**src/rtl/crt_timing_pkg.sv**
```systemverilog
// Shared raster timing constants for the 640x480@60 scan and the 4:4:4 colour type.
package crt_timing_pkg;

  localparam int CRT_H_VISIBLE = 640;
  localparam int CRT_H_FRONT   = 16;
  localparam int CRT_H_SYNC    = 96;
  localparam int CRT_H_BACK    = 48;
  localparam int CRT_V_VISIBLE = 480;
  localparam int CRT_V_FRONT   = 10;
  localparam int CRT_V_SYNC    = 2;
  localparam int CRT_V_BACK    = 33;

  localparam int CRT_H_TOTAL = CRT_H_VISIBLE + CRT_H_FRONT + CRT_H_SYNC + CRT_H_BACK;
  localparam int CRT_V_TOTAL = CRT_V_VISIBLE + CRT_V_FRONT + CRT_V_SYNC + CRT_V_BACK;

  localparam int CRT_HS_START = CRT_H_VISIBLE + CRT_H_FRONT;
  localparam int CRT_HS_END   = CRT_HS_START + CRT_H_SYNC - 1;
  localparam int CRT_VS_START = CRT_V_VISIBLE + CRT_V_FRONT;
  localparam int CRT_VS_END   = CRT_VS_START + CRT_V_SYNC - 1;

  typedef struct packed {
    logic [3:0] r;
    logic [3:0] g;
    logic [3:0] b;
  } rgb444_t;

endpackage

```
**src/rtl/crt_delay_line.sv**
```systemverilog
// Fixed-depth shift register with async reset to a chosen value; DEPTH=0 is a wire.
module crt_delay_line
  import crt_timing_pkg::*;
#(
  parameter int               WIDTH       = 1,
  parameter int               DEPTH       = 1,
  parameter logic [WIDTH-1:0] RESET_VALUE = '0
) (
  input  logic             clk25,
  input  logic             Reset,
  input  logic [WIDTH-1:0] d,
  output logic [WIDTH-1:0] q
);

  generate
    if (DEPTH == 0) begin : g_pass
      logic unused_clk_rst;
      assign unused_clk_rst = clk25 ^ Reset;
      assign q = d;
    end else begin : g_shift
      logic [WIDTH-1:0] stage [DEPTH];

      always_ff @(posedge clk25 or posedge Reset) begin
        if (Reset) begin
          for (int i = 0; i < DEPTH; i++) stage[i] <= RESET_VALUE;
        end else begin
          stage[0] <= d;
          for (int i = 1; i < DEPTH; i++) stage[i] <= stage[i-1];
        end
      end

      assign q = stage[DEPTH-1];
    end
  endgenerate

endmodule

```
**src/rtl/crt_timing_driver.sv**
```systemverilog
// VGA raster generator: free-running scan counters, frame tick, and an output stage that
// blanks colour and aligns it with hsync/vsync after the game's pixel latency.
module crt_timing_driver
  import crt_timing_pkg::*;
#(
  parameter int   H_VISIBLE     = CRT_H_VISIBLE,
  parameter int   H_FRONT       = CRT_H_FRONT,
  parameter int   H_SYNC        = CRT_H_SYNC,
  parameter int   H_BACK        = CRT_H_BACK,
  parameter int   V_VISIBLE     = CRT_V_VISIBLE,
  parameter int   V_FRONT       = CRT_V_FRONT,
  parameter int   V_SYNC        = CRT_V_SYNC,
  parameter int   V_BACK        = CRT_V_BACK,
  parameter logic SYNC_ACTIVE   = 1'b0,
  parameter int   PIXEL_LATENCY = 0
) (
  input  logic       clk25,
  input  logic       Reset,
  input  logic [3:0] red_in,
  input  logic [3:0] green_in,
  input  logic [3:0] blue_in,
  output logic [9:0] xpos,
  output logic [9:0] ypos,
  output logic       frame_tick,
  output logic       hsync,
  output logic       vsync,
  output logic       video_on,
  output logic [3:0] vga_red,
  output logic [3:0] vga_green,
  output logic [3:0] vga_blue
);

  localparam int H_TOTAL  = H_VISIBLE + H_FRONT + H_SYNC + H_BACK;
  localparam int V_TOTAL  = V_VISIBLE + V_FRONT + V_SYNC + V_BACK;
  localparam int HS_START = H_VISIBLE + H_FRONT;
  localparam int HS_END   = HS_START + H_SYNC - 1;
  localparam int VS_START = V_VISIBLE + V_FRONT;
  localparam int VS_END   = VS_START + V_SYNC - 1;

  logic [9:0] h_cnt;
  logic [9:0] v_cnt;
  logic       vis0, hs0, vs0;
  logic [2:0] tim_d;
  rgb444_t    pix_q;

  always_ff @(posedge clk25 or posedge Reset) begin
    if (Reset) begin
      h_cnt <= '0;
      v_cnt <= '0;
    end else if (h_cnt == 10'(H_TOTAL - 1)) begin
      h_cnt <= '0;
      v_cnt <= (v_cnt == 10'(V_TOTAL - 1)) ? '0 : v_cnt + 10'd1;
    end else begin
      h_cnt <= h_cnt + 10'd1;
    end
  end

  assign xpos = h_cnt;
  assign ypos = v_cnt;

  assign vis0 = (h_cnt < 10'(H_VISIBLE)) && (v_cnt < 10'(V_VISIBLE));
  assign hs0  = (h_cnt >= 10'(HS_START)) && (h_cnt <= 10'(HS_END));
  assign vs0  = (v_cnt >= 10'(VS_START)) && (v_cnt <= 10'(VS_END));

  // Timing flags wait here for the game's colour, which arrives PIXEL_LATENCY clocks late.
  crt_delay_line #(
    .WIDTH       (3),
    .DEPTH       (PIXEL_LATENCY),
    .RESET_VALUE (3'b000)
  ) u_delay (
    .clk25 (clk25),
    .Reset (Reset),
    .d     ({vis0, hs0, vs0}),
    .q     (tim_d)
  );

  always_ff @(posedge clk25 or posedge Reset) begin
    if (Reset) begin
      pix_q      <= '0;
      video_on   <= 1'b0;
      hsync      <= ~SYNC_ACTIVE;
      vsync      <= ~SYNC_ACTIVE;
      frame_tick <= 1'b0;
    end else begin
      pix_q      <= tim_d[2] ? rgb444_t'({red_in, green_in, blue_in}) : '0;
      video_on   <= tim_d[2];
      hsync      <= tim_d[1] ? SYNC_ACTIVE : ~SYNC_ACTIVE;
      vsync      <= tim_d[0] ? SYNC_ACTIVE : ~SYNC_ACTIVE;
      frame_tick <= (h_cnt == '0) && (v_cnt == 10'(V_VISIBLE));
    end
  end

  assign vga_red   = pix_q.r;
  assign vga_green = pix_q.g;
  assign vga_blue  = pix_q.b;

endmodule

```
**config.mk**
```make
export PLATFORM = sky130hd
export DESIGN_NAME = crt_timing_driver
export DESIGN_NICKNAME = d
export VERILOG_FILES = /design/src/rtl/crt_timing_pkg.sv /design/src/rtl/crt_delay_line.sv /design/src/rtl/crt_timing_driver.sv
export SDC_FILE = /design/constraint.sdc
export NUM_CORES = 1
export LEC_CHECK = 0
export ABC_CLOCK_PERIOD_IN_PS = 3100
export CAP_MARGIN = 20
export CORE_ASPECT_RATIO = 0.9
export CORE_MARGIN = 2
export CORE_UTILIZATION = 48
export DETAILED_ROUTE_END_ITERATION = 7
export GPL_TIMING_DRIVEN = 0
export PLACE_DENSITY = 0.82
export SYNTH_ARGS = -nofsm -noshare
export SYNTH_HDL_FRONTEND = slang
export SYNTH_SLANG_ARGS = --single-unit
```
**constraint.sdc**
```tcl
create_clock -name clk25 -period 3.1 [get_ports clk25]
set_input_delay 0.62 -clock clk25 [delete_from_list [all_inputs] [get_ports clk25]]
set_output_delay 0.62 -clock clk25 [all_outputs]
set_load 0.02 [all_outputs]
```
==> out/qor_table.md, run 1 <==
| Stage | Parameter | Value |
|:---|:---|:---|
| drt | ANT nets after route | 0 |
| placement | Final GP Congestion | 0.811 |
| sta | Final-report setup violation count | 0 |
| sta | Worst clock skew on the final layout | 0.00625 ns |
| logic synthesis | Synthesized area | 0.00154 sq mm |
| drt | Length of the first detailed-routing pass in iterations | 4 |
| cts | Post-CTS Hold Fix Bufs | 0 |
| floorplan | Starting density of the core | 0.502 |
| sta | Total Neg Setup Slack | 0 ns |
| pwr | Total power of the final layout | 0.000870 W |
| worst setup path | Start-to-end type of the worst setup path | flip-flop to flip-flop |
| sta | Worst slew pin tran | 0.782 ns |
| layout | Most frequent cells in the layout | sky130_fd_sc_hd__clkdlybuf4s50_1, sky130_fd_sc_hd__dfrtp_1, sky130_fd_sc_hd__and2_1 |
| cts | Maximum root-to-sink buffer count | 2 |
| pwr | Part of the power in the clock network | 0.379 |
| worst setup path | CP max-delay cell | sky130_fd_sc_hd__or4_1 |
| pwr | Sequential Power Share | 0.551 |
| global routing | Antenna violations before repair | 0 |
| drt | Drt first-iter violations | 37 |
| worst setup path | Maximum fanout along the worst path | 7 |
| layout | Layout Utilization | 0.714 |
| global routing | Global-route wire length before repair | 5640 microns |
| sta | Final hold violations | 0 |
| worst setup path | CP Data Arrival Time | 2.45 ns |
| floorplan | Core Rows | 19 |
| cts | Number of gates resized after CTS | 0 |
| cts | Total CTS buffers | 5 |
| logic synthesis | Unique cell type count in the Yosys netlist | 30 |
| floorplan | Die span in x | 63.7 microns |
| pwr | Psw | 0.000190 W |
| hold path | Hold Path Class | flip-flop to flip-flop |
| cts | Number of clock sinks | 36 |
| drt | Total routed wirelength | 3300 microns |
| drt | Post-route DRC | 0 |
| global routing | Pin count of the biggest net entering global routing | 26 |
| worst setup path | Largest stage delay on the critical path | 0.47 ns |
| pwr | Worst IR Drop VDD | 0.309 mV |
| worst setup path | Data required time at the worst endpoint | 3.38 ns |
| worst setup path | Type of destination of the critical path | flip-flop |
| cts | Buffer count from post-CTS setup fixing | 0 |
| layout | Fillcell total | 230 |
| placement | PortBufs | 49 |
| floorplan | # IOs | 50 |
| logic synthesis | Net Count, Synth | 154 |
| worst setup path | Sort of element at the start of the critical path | flip-flop |
| sta | Max Freq | 462 MHz |
| layout | Register area | 903 sq um |
| drt | Post-DR vias/cell | 5.11 |
| floorplan | Vertical extent of the die | 57.7 microns |
| cts | CTS tree | done |
| sta | Post-route worst setup slack | 0.935 ns |
| global routing | Via count of the first global-routing pass | 1182 |
| pwr | PD cells | 397 mW/mm^2 |
| drt | Total vias in the final route | 1205 |
| global routing | Global route total overflow | 0 |
| sta | Final period utilization | 0.698 |
| layout | Fraction of final layout cells sized beyond drive strength 1 | 0.0722 |
| placement | Setup slack after placement | 0.980 ns |
| pwr | Leak Pwr | 0.930 nW |
| pwr | Proportion of total power due to net switching | 0.218 |
| worst setup path | Cell-by-cell trace of the critical path | ha_1, nand3_1, or3_1, buf_2, or4_1, a21oi_1 |
| job | Count of max-cap constraint violations | 0 |
| sta | Normalized max-slew margin | 0.475 |
| logic synthesis | Register bit total from synthesis | 36 |
| sta | Setup repair after global routing missed its margin | false |
| layout | Fin nets | 211 |
| global routing | Global routing usage summed across all routing layers | 0.201 |
| worst setup path | Reg-to-reg setup timing slack | 0.94 ns |
| sta | Number of pins with negative max-slew slack in the final report | 0 |
| sta | Minimum period implied by the final worst setup slack | 2.16 ns |
| placement | Detailed placement HPWL | 2410 microns |
| logic synthesis | Sequential-to-total area share from yosys stat | 0.587 |
| drt | Detail-routed net length per standard cell | 14.0 microns |
| layout | Total area of multi-input combinational cells | 594 sq um |
| pwr | Comb pwr share | 0.070 |
| layout | Most frequent standard cell in the layout excluding fill and tap cells | sky130_fd_sc_hd__clkdlybuf4s50_1 |
| logic synthesis | Avg Synthesized Cell Area | 11.3 sq um |
| floorplan | Placeable core region | 0.00307 sq mm |
| logic synthesis | Total number of yosys warnings | 0 |
| cts | Clock transition at path regs | 0.11 ns |
| floorplan | Die area | 0.00368 sq mm |
| status | Outcome | complete, no violations |
| cts | Skew-Pair Late Insertion Delay | 0.35 ns |
| layout | Layout area overhead | 42.2% |
| pwr | Internal power contribution | 0.000680 W |
| layout | Number of antenna cells inserted | 0 |
| cts | H-tree lvl count | 2 |
| logic synthesis | Post-Synthesis Cells | 136 |
| cts | CTS root buffer | sky130_fd_sc_hd__clkbuf_4 |
-- logic make-up after synthesis --
kind of cell    synth area share
fa+ha+maj                 0.0325
flops                      0.587
xor+xnor                  0.0739
compound gates            0.0309
buf+inv                   0.0276
simple gates               0.249
-- layout make-up --
cell class	instances	share of cell area
flip-flops and latches	36	0.412
clock inverters	3	0.0194
multi-input cells	91	0.271
inverters	6	0.0103
plain buffers	3	0.00914
clock buffers	5	0.0171
repair buffers	50	0.236
well taps	42	0.0240
-- critical path, delay by kind of cell, from the launching register on --
family,cells,cell delay [ns]
buf+inv,1,0.17
fa+ha+maj,1,0.24
simple gates,3,1.09
flops,1,0.45
compound gates,1,0.15
-- metrics by stage --
stage	area (sq um)	cells	hold WS, ns
after floorplan	1540	136	0.607
after global placement	2080	227	0.496
after detailed placement	2110	228	0.511
after CTS	2190	236	0.527
after global routing	2190	236	0.553
final	2190	236	0.526
-- power by group through the flow --
stage	Clock (W)	Combinational (W)	Sequential, W
floorplan	0	0.0000119	0.000499
detailed placement	0	0.0000621	0.000488
global route	0.000359	0.0000659	0.000480
finish	0.000330	0.0000611	0.000479
CTS	0.000335	0.0000629	0.000479
global placement	0	0.0000567	0.000488
-- sequential cells by signal, summed over array words and instances, names as in the netlist --
signal and cells:
ypos 10, vga_red 4, frame_tick 1, video_on 1
vsync 1, vga_blue 4, hsync 1, xpos 10
vga_green 4
-- routing by layer --
metal / track usage / wire (microns) / up-vias
li1: - / - / 578
met1: 0.274 / 1550 / 574
met2: 0.307 / 1510 / 47
met3: 0.0680 / 195 / 6
met4: 0.0683 / 42 / 0
met5: 0 / 0 / -
-- worst paths after layout --
path	start	to	cells past startpoint
min reg2reg	ypos[7]$_DFFE_PP0N_	ypos[7]$_DFFE_PP0N_	1
min in group asynchronous	Reset	xpos[1]$_DFF_PP0_	2
max in group asynchronous	Reset	vsync$_DFF_PP1_	3
min	ypos[7]$_DFFE_PP0N_	ypos[7]$_DFFE_PP0N_	1
max	xpos[0]$_DFF_PP0_	ypos[9]$_DFFE_PP0N_	6
max reg2reg	xpos[0]$_DFF_PP0_	ypos[9]$_DFFE_PP0N_	6
-- synthesized netlist by cell type --
library cell | count | share of area
sky130_fd_sc_hd__nor3_1 | 3 | 0.0097
sky130_fd_sc_hd__nand3_1 | 12 | 0.039
sky130_fd_sc_hd__buf_2 | 1 | 0.0032
sky130_fd_sc_hd__nand3b_1 | 1 | 0.0049
sky130_fd_sc_hd__and3b_1 | 1 | 0.0057
sky130_fd_sc_hd__a21bo_2 | 1 | 0.0065
sky130_fd_sc_hd__or3_1 | 1 | 0.0041
sky130_fd_sc_hd__or4_1 | 1 | 0.0049
sky130_fd_sc_hd__nand4b_1 | 2 | 0.011
sky130_fd_sc_hd__clkbuf_1 | 1 | 0.0024
sky130_fd_sc_hd__and4_1 | 3 | 0.017
sky130_fd_sc_hd__and3_1 | 5 | 0.020
sky130_fd_sc_hd__nor2_1 | 11 | 0.027
sky130_fd_sc_hd__ha_1 | 4 | 0.032
sky130_fd_sc_hd__a21oi_1 | 1 | 0.0032
sky130_fd_sc_hd__nand2_1 | 4 | 0.0097
sky130_fd_sc_hd__nor4_1 | 4 | 0.016
sky130_fd_sc_hd__o21ai_0 | 5 | 0.016
sky130_fd_sc_hd__nor4b_1 | 2 | 0.011
sky130_fd_sc_hd__nand4_1 | 1 | 0.0041
sky130_fd_sc_hd__buf_6 | 1 | 0.0073
sky130_fd_sc_hd__and2_1 | 13 | 0.053
sky130_fd_sc_hd__xnor2_1 | 7 | 0.040
sky130_fd_sc_hd__dfrtp_1 | 34 | 0.55
sky130_fd_sc_hd__or2_1 | 1 | 0.0041
sky130_fd_sc_hd__xor2_1 | 6 | 0.034
sky130_fd_sc_hd__inv_1 | 6 | 0.015
sky130_fd_sc_hd__nor4bb_1 | 1 | 0.0065
sky130_fd_sc_hd__o31ai_1 | 1 | 0.0049
sky130_fd_sc_hd__dfstp_2 | 2 | 0.034
(Power assumes the default switching activity.)
==> inputs of run 2 (changes only) <==
--- a/config.mk
+++ b/config.mk
@@ -5,14 +5,14 @@
 export SDC_FILE = /design/constraint.sdc
 export NUM_CORES = 1
 export LEC_CHECK = 0
-export ABC_CLOCK_PERIOD_IN_PS = 3100
+export ABC_CLOCK_PERIOD_IN_PS = 1900
 export CAP_MARGIN = 20
 export CORE_ASPECT_RATIO = 0.9
 export CORE_MARGIN = 2
-export CORE_UTILIZATION = 48
+export CORE_UTILIZATION = 41
 export DETAILED_ROUTE_END_ITERATION = 7
 export GPL_TIMING_DRIVEN = 0
-export PLACE_DENSITY = 0.82
+export PLACE_DENSITY = 0.74
 export SYNTH_ARGS = -nofsm -noshare
 export SYNTH_HDL_FRONTEND = slang
 export SYNTH_SLANG_ARGS = --single-unit
==> constraint.sdc (replaced) <==
create_clock -name clk25 -period 1.9 [get_ports clk25]
set_input_delay 0.38 -clock clk25 [delete_from_list [all_inputs] [get_ports clk25]]
set_output_delay 0.38 -clock clk25 [all_outputs]
set_load 0.02 [all_outputs]
==> out/qor_table.md, run 2 (synthesized netlist as in run 1, its figures left out) <==
| Stage | Parameter | Value | Change |
|:---|:---|:---|:---|
| status | Outcome | finished, violations left |  |
| status | Failing checks | setup timing |  |
| layout | Most frequent cells in the layout | sky130_fd_sc_hd__clkdlybuf4s50_1, sky130_fd_sc_hd__dfrtp_1, sky130_fd_sc_hd__and2_1 |  |
| hold path | Hold Path Class | input port to asynchronous set/reset pin |  |
| pwr | Leak Pwr | 0.969 nW | +4.2% |
| sta | Number of pins with negative max-slew slack in the final report | 0 | unchanged |
| sta | Worst clock skew on the final layout | 0.00388 ns | -0.00237 ns |
| layout | Non-Filler Cell Area, Final | 0.00231 sq mm | +5.6% |
| drt | Detail-routed net length per standard cell | 14.2 microns | +1.9% |
| sta | Minimum hold slack | 0.449 ns | -0.0772 ns |
| drt | Post-DR vias/cell | 5.18 | +1.4% |
| layout | Most frequent standard cell in the layout excluding fill and tap cells | sky130_fd_sc_hd__clkdlybuf4s50_1 |  |
| global routing | Global-route wire length before repair | 5710 microns | +1.2% |
| global routing | Pin count of the biggest net entering global routing | 24 | -7.7% |
| layout | Number of antenna cells inserted | 0 | unchanged |
| cts | Maximum root-to-sink buffer count | 2 | unchanged |
| global routing | Antenna violations before repair | 0 | unchanged |
| global routing | Via count of the first global-routing pass | 1253 | +6.0% |
| pwr | PD cells | 639 mW/mm^2 | +61% |
| worst setup path | Start-to-end type of the worst setup path | flip-flop to flip-flop |  |
| layout | Total area of multi-input combinational cells | 634 sq um | +6.7% |
| sta | Worst slew pin tran | 0.597 ns | -0.185 ns |
| cts | Skew-Pair Late Insertion Delay | 0.29 ns | -0.06 ns |
| sta | Final-report setup violation count | 1 | +1 |
| cts | Number of clock sinks | 36 | unchanged |
| cts | H-tree lvl count | 2 | unchanged |
| drt | Post-route DRC | 0 | unchanged |
| drt | Total vias in the final route | 1274 | +5.7% |
| placement | PortBufs | 49 | unchanged |
| layout | Layout area overhead | 50.2% |  |
| floorplan | Starting density of the core | 0.422 | -0.0805 |
| floorplan | # IOs | 50 | unchanged |
| worst setup path | Top cell by count, worst path | sky130_fd_sc_hd__buf_6 |  |
| worst setup path | Top cell family by delay on the critical path | simple AND/OR/NAND/NOR gates |  |
| floorplan | Placeable core region | 0.00365 sq mm | +19% |
| pwr | Worst IR Drop VDD | 0.480 mV | +55% |
| worst setup path | Reg-to-reg setup timing slack | -0.02 ns | -0.95 ns |
| worst setup path | Sort of element at the start of the critical path | flip-flop |  |
| floorplan | Core Rows | 21 | +2 |
| sta | Max Freq | 521 MHz | +13% |
| drt | Length of the first detailed-routing pass in iterations | 4 | unchanged |
| floorplan | Die area | 0.00426 sq mm | +16% |
| worst setup path | Data required time at the worst endpoint | 2.07 ns | -1.31 ns |
| layout | Fin nets | 217 | +2.8% |
| sta | Post-route worst setup slack | -0.0183 ns | -0.953 ns |
| global routing | Global routing usage summed across all routing layers | 0.185 | -0.0165 |
| cts | CTS tree | done |  |
| sta | Minimum period implied by the final worst setup slack | 1.92 ns | -0.247 ns |
| worst setup path | WP buf/inv | 3 | +2 |
| floorplan | Die span in x | 68.6 microns | +7.7% |
| drt | Drt first-iter violations | 70 | +89% |
| cts | Total CTS buffers | 5 | unchanged |
| worst setup path | CP max-delay cell | sky130_fd_sc_hd__dfrtp_2 |  |
| layout | Fillcell total | 279 | +21% |
| cts | Clock transition at path regs | 0.07 ns | -0.04 ns |
| cts | CTS root buffer | sky130_fd_sc_hd__clkbuf_8 |  |
| layout | Register area | 910 sq um | +0.69% |
| worst setup path | Largest stage delay on the critical path | 0.40 ns | -0.07 ns |
| sta | Final period utilization | 1.01 | +0.311 |
| placement | Detailed placement HPWL | 2460 microns | +2.3% |
| drt | ANT nets after route | 0 | unchanged |
| placement | Final GP Congestion | 0.777 | -4.2% |
| worst setup path | Maximum fanout along the worst path | 7 | unchanged |
| worst setup path | Type of destination of the critical path | flip-flop |  |
| layout | Fraction of final layout cells sized beyond drive strength 1 | 0.150 | +0.0778 |
| worst setup path | CP Data Arrival Time | 2.09 ns | -0.36 ns |
| placement | Area after detailed placement | 0.00214 sq mm | +1.6% |
| sta | Final hold violations | 0 | unchanged |
| drt | Total routed wirelength | 3500 microns | +6.2% |
| sta | Setup repair after global routing missed its margin | true |  |
| global routing | Global route total overflow | 0 | unchanged |
| worst setup path | Cell-by-cell trace of the critical path | or2_1, buf_6, or3_1, buf_6, buf_4, o31ai_1, a21oi_2 |  |
| job | Count of max-cap constraint violations | 0 | unchanged |
| sta | Normalized max-slew margin | 0.602 | +0.127 |
| cts | Post-CTS Hold Fix Bufs | 0 | unchanged |
| floorplan | Vertical extent of the die | 62.1 microns | +7.6% |
-- run 2: cell count changes in the layout (fill, tap and decap cells not counted), sizes merged --
cell / before / now
clkbuf: 6 / 9
clkinvlp: 1 / 0
bufinv: 1 / 0
buf: 3 / 9
clkinv: 1 / 0
-- run 2: what timing repair did --
| item | 4_1_cts | 5_1_grt |
|---|---|---|
| setup endpoints to repair | 1 | 7 |
| pin swaps | 2 | 1 |
| setup buffers | 6 | 0 |
| resized for setup | 1 | 5 |
-- run 2: routing by layer --
layer | wire length, microns | part of all wire | GRT usage | vias up
li1 | - | - | - | 594
met1 | 1370 | 0.39 | 0.214 | 608
met2 | 1710 | 0.49 | 0.279 | 61
met3 | 321 | 0.092 | 0.0851 | 11
met4 | 99 | 0.028 | 0.100 | 0
met5 | 0 | 0 | 0 | -
-- run 2: final timing paths --
path | from | to | cells past startpoint
max | xpos[6]$_DFF_PP0_ | ypos[9]$_DFFE_PP0N_ | 7
min | Reset | xpos[3]$_DFF_PP0_ | 2
max reg2reg | xpos[6]$_DFF_PP0_ | ypos[9]$_DFFE_PP0N_ | 7
min reg2reg | ypos[7]$_DFFE_PP0N_ | ypos[7]$_DFFE_PP0N_ | 1
max in group asynchronous | Reset | xpos[1]$_DFF_PP0_ | 3
min in group clk25 | ypos[7]$_DFFE_PP0N_ | ypos[7]$_DFFE_PP0N_ | 1
-- run 2: cell type report --
cell class / instances / share of cell area
Sequential cell: 36 / 0.393
Timing Repair Buffer: 56 / 0.243
Multi-Input combinational cell: 91 / 0.274
Inverter: 6 / 0.00973
Clock buffer: 8 / 0.0433
Buffer: 3 / 0.0114
Tap cell: 46 / 0.0249
-- run 2: power by group --
group,switching (W),internal (W),total (W)
combinational,0.0000437,0.0000563,0.000100
clock,0.000265,0.000331,0.000596
sequential,0.00000299,0.000779,0.000782
-- run 2: through the flow --
stage	setup WS (ns)	cells	utilization	TNS, ns	total power [W]
finish	-0.0183	246	0.633	-0.0183	0.00148
global route	-0.0894	246	0.633	-0.111	0.00154
CTS	0.00590	246	0.629	0	0.00150
detailed placement	-0.0656	232	0.587	-0.0656	0.000899
global placement	-0.109	231	0.580	-0.696	0.000889
floorplan	-0.0474	136	-	-0.0474	0.000834
